<file path="config.mk">
export PLATFORM = sky130hd
export DESIGN_NAME = serial_sub
export DESIGN_NICKNAME = d
export VERILOG_FILES = /design/src/rtl/serial_sub.sv
export SDC_FILE = /design/constraint.sdc
export NUM_CORES = 1
export LEC_CHECK = 0
export ABC_AREA = 1
export CORE_MARGIN = 4
export CORE_UTILIZATION = 40
export DETAILED_ROUTE_END_ITERATION = 8
export PLACE_DENSITY = 0.74
export SLEW_MARGIN = 25
export SYNTH_ARGS = -nofsm -noshare
export SYNTH_HDL_FRONTEND = slang
export SYNTH_SLANG_ARGS = --single-unit
</file>
<file path="constraint.sdc">
create_clock -name clk -period 1.1 [get_ports clk]
set_input_delay 0.165 -clock clk [delete_from_list [all_inputs] [get_ports clk]]
set_output_delay 0.165 -clock clk [all_outputs]
set_load 0.005 [all_outputs]
</file>
<file path="src/rtl/serial_sub.sv">
// Bit-serial unsigned subtractor: one full-subtractor step per clock, LSB first,
// with valid/ready handshakes on operand intake and result delivery.
module serial_sub #(
    parameter  int WIDTH = 8,
    localparam int CNT_W = $clog2(WIDTH + 1)
) (
    input  logic             clk,
    input  logic             rst_n,
    input  logic             in_valid,
    output logic             in_ready,
    input  logic [WIDTH-1:0] a,
    input  logic [WIDTH-1:0] b,
    input  logic             b_in,
    output logic             out_valid,
    input  logic             out_ready,
    output logic [WIDTH-1:0] diff,
    output logic             b_out,
    output logic             busy
);

    typedef enum logic [1:0] {IDLE, SHIFT, DONE} state_t;

    state_t             state_q, state_d;
    logic [WIDTH-1:0]   sa_q, sa_d;
    logic [WIDTH-1:0]   sb_q, sb_d;
    logic [WIDTH-1:0]   res_q, res_d;
    logic [WIDTH-1:0]   diff_q, diff_d;
    logic               br_q, br_d;
    logic               bout_q, bout_d;
    logic [CNT_W-1:0]   cnt_q, cnt_d;

    // One full-subtractor cell evaluated on the current LSBs.
    logic d_bit, br_nxt;
    logic [WIDTH-1:0] res_shift;
    assign d_bit     = sa_q[0] ^ sb_q[0] ^ br_q;
    assign br_nxt    = (~sa_q[0] & sb_q[0]) | (~(sa_q[0] ^ sb_q[0]) & br_q);
    // Shift right with the new bit entering at the MSB; written as an OR so it
    // also holds for WIDTH=1.
    assign res_shift = (res_q >> 1) | (WIDTH'(d_bit) << (WIDTH - 1));

    assign in_ready  = (state_q == IDLE);
    assign out_valid = (state_q == DONE);
    assign busy      = (state_q == SHIFT);
    // Separate output registers so diff/b_out keep the last result while the
    // working registers are reused by the next operation.
    assign diff      = diff_q;
    assign b_out     = bout_q;

    // State and datapath registers; reset aborts any operation in flight.
    always_ff @(posedge clk or negedge rst_n) begin
        if (!rst_n) begin
            state_q <= IDLE;
            sa_q    <= '0;
            sb_q    <= '0;
            res_q   <= '0;
            diff_q  <= '0;
            br_q    <= 1'b0;
            bout_q  <= 1'b0;
            cnt_q   <= '0;
        end else begin
            state_q <= state_d;
            sa_q    <= sa_d;
            sb_q    <= sb_d;
            res_q   <= res_d;
            diff_q  <= diff_d;
            br_q    <= br_d;
            bout_q  <= bout_d;
            cnt_q   <= cnt_d;
        end
    end

    // Next-state and datapath update for IDLE/SHIFT/DONE.
    always_comb begin
        state_d = state_q;
        sa_d    = sa_q;
        sb_d    = sb_q;
        res_d   = res_q;
        diff_d  = diff_q;
        br_d    = br_q;
        bout_d  = bout_q;
        cnt_d   = cnt_q;
        case (state_q)
            IDLE: begin
                if (in_valid) begin
                    sa_d    = a;
                    sb_d    = b;
                    br_d    = b_in;
                    cnt_d   = '0;
                    state_d = SHIFT;
                end
            end
            SHIFT: begin
                sa_d  = sa_q >> 1;
                sb_d  = sb_q >> 1;
                br_d  = br_nxt;
                res_d = res_shift;
                cnt_d = cnt_q + CNT_W'(1);
                if (cnt_q == CNT_W'(WIDTH - 1)) begin
                    diff_d  = res_shift;
                    bout_d  = br_nxt;
                    state_d = DONE;
                end
            end
            DONE: begin
                if (out_ready) state_d = IDLE;
            end
            default: state_d = IDLE;
        endcase
    end

endmodule

</file>
==> flow_summary.toml <==
[placed_design]
dp_slack_ps = -168
place_hpwl_mm = 2.55
gp_congestion = 0.775
port_buffers = 32
dp_cells = 281
placed_area_mm2 = 0.00217

[clock_tree]
clock_path_buffers = 2
cts-root-buf = "clkbuf_8"
tritoncts = "built"
clkSinkCount = 39
h-tree-depth = 2
clkTransAtPathRegs_ps = 80
clkLatencyLatePin_ps = 290
cts_buffers = 5

[grt]
antenna_found_initial = 0
track_usage_pct = 18.8
grt-ovfl-total = 0
grt_pass1_wl_mm = 7.69
grt_max_degree = 40
grt_pass1_vias = 1588

[sta]
holdWs_ps = 364
timing.final.crit_share_pct = 112
rsz0062_at_grt = "true"
clock_skew_ps = 4.48
final.setup.tns_ps = -3110
fmax_mhz = 808
final.setup.worst_slack_ps = -137
drv_slew = 0
hold_violations = 0
period_minus_slack_ps = 1240
relSlewSlack_pct = 80.7
setup_viol = 39
worstMarginPinSlew_ps = 287

[critical_path]
crit_type = "flip-flop to flip-flop"
required_ps = 1290
critical_path.startpoint_type = "flip-flop"
cp_max_fo = 5
critPathCaptureType = "flip-flop"
ff2ff_path_depth = 6
arrival_ps = 1430

[synth]
yosysUniqueCellTypes = 19
synthArstFlopShare_pct = 100
yosysSeqAreaShare_pct = 56.2
synth_top_area_share_pct = 56.2
syn-cell-area_mm2 = 0.00174
netlist_top_cells_area = "dfrtp_1 56%, nand3_1 16%, nand2_1 14%, o21ai_1 2.6%, buf_2 2.0%"
synthFlopType = "dfrtp_1"
synth_top_area_cell = "dfrtp_1"
synth-edff-count = 0
synth.avg_cell_area_um2 = 8.82
synth_fp_nets = 220
synth-seq-cells = 39
syn-instance-count = 197
ys_warn_count = 0

[power]
max-vdd-ir-drop_v = 0.00154
power_leakage_nw = 1.45
p_int_mw = 4.47
power.total_mw = 7.62
clockPowerShare_pct = 12.7
seqPwrFrac_pct = 33.3
comb_power_share_pct = 54.1
power_density_mw_per_mm2 = 2630
switching_power_mw = 3.15
switching_share_pct = 41.3

[routing]
route.detailed.drc = 0
drt_iter0_markers = 109
wl_per_cell_um = 16.6
vias = 1604
ant_nets = 0
vias_per_cell = 5.21
first_pass_iters = 4
drt-total-wl_mm = 5.12

[final_layout]
layout_commonest_cell = "dfrtp_1"
final_nets = 280
fillerInstances = 287
final_cell_mix = "39 x dfrtp_1, 31 x nand2_1, 30 x nand3_1"
syn_to_final_growth_pct = 66.9
finalCoreUtilization_pct = 70.9
diodes = 0
fin_cells = 308
final_layout_size_suffix_gt1_share_pct = 45.0
fin_area_mm2 = 0.00290

[flow_run]
drv_cap = 0

[floorplanning]
die_h_um = 73.9
rows = 23
dieArea_mm2 = 0.00546
initial_utilization_pct = 42.5
ioPinCount = 33
core_area_mm2 = 0.00409
die_x_um = 73.9

[min_path]
min_path_type = "primary input to async pin"

[run_status]
violations = "negative setup slack"
status = "complete, but fails checks"
final timing paths:
kind                       startpoint  slack, ps       end
max                          cnt_q[1]       -140   diff[5]
min                             rst_n        360  res_q[1]
max reg2reg                  cnt_q[1]       -140   diff[5]
min reg2reg                  res_q[3]        480   diff[2]
max in group asynchronous       rst_n        540   sb_q[2]
min in group clk                 b[7]        400   sb_q[7]
area by class of cell:
class / instances / area [µm²] / share of cell area, %
timing repair buffer: 63 / 676 / 23.3
sequential: 39 / 976 / 33.7
clock buffer: 5 / 68.8 / 2.37
inverter: 9 / 36.3 / 1.25
clock inverter: 3 / 15.0 / 0.518
tap: 50 / 62.6 / 2.16
multi-input combinational: 139 / 1060 / 36.7
worst max-delay path, stage by stage, from the launching register on:
cell	delay, ps
dfrtp_1	400
ha_4	180
nand2_4	60
nor2_4	260
nand2_8	110
nand2_2	70
nand2_2	50
cell usage after synthesis, types with 2 or more instances:
cell     number
inv_1         7
nor2_1        4
buf_2         7
inv_2         2
o21ai_1       9
nand3_1      54
buf_6         2
nand2_1      63
dfrtp_1      39
state kept, by name, indices dropped and copies added, names as in the netlist:
| signal | flops |
|---|---|
| b_out | 1 |
| br_q | 1 |
| cnt_q | 4 |
| diff | 8 |
| res_q | 7 |
| sa_q | 8 |
| sb_q | 8 |
| state_q | 2 |
power by group through the flow:
| stage | clock network [mW] | logic (mW) | registers (mW) |
|---|---|---|---|
| after floorplan | 0 | 1.45 | 2.34 |
| after global placement | 0 | 2.31 | 2.32 |
| after detailed placement | 0 | 2.36 | 2.35 |
| after CTS | 0.963 | 3.42 | 2.42 |
| after global routing | 1.05 | 4.45 | 2.60 |
| final | 0.966 | 4.12 | 2.54 |
logic make-up (layout without fill, tap and decap cells):
logic type               after synthesis  count (layout)  synth area share, %
AND/OR/NAND/NOR                      126             127                 32.9
buffers and inverters                 20              80                 5.98
AO/OA/AOI/OAI                         10              10                 3.03
adder cells (fa/ha/maj)                2               2                 1.87
flip-flops                            39              39                 56.2
routing by layer:
layer / track usage [%] / part of all wire (%) / wire, µm / vias up
met5: 0 / 0 / 0 / -
met4: 5.43 / 1.5 / 76 / 0
met3: 3.15 / 4.4 / 223 / 7
met2: 31.3 / 52 / 2640 / 40
met1: 25.2 / 43 / 2180 / 781
li1: - / - / - / 776
timing repair:
action,CTS,global route
resized for setup,92,58
hold buffers,1,0
buffers inserted,13,1
endpoints found under the setup margin,45,47
gates cloned,3,1
pin swaps,17,10
endpoints found under the hold margin,39,0
Power figures use the tool's default switching activity.
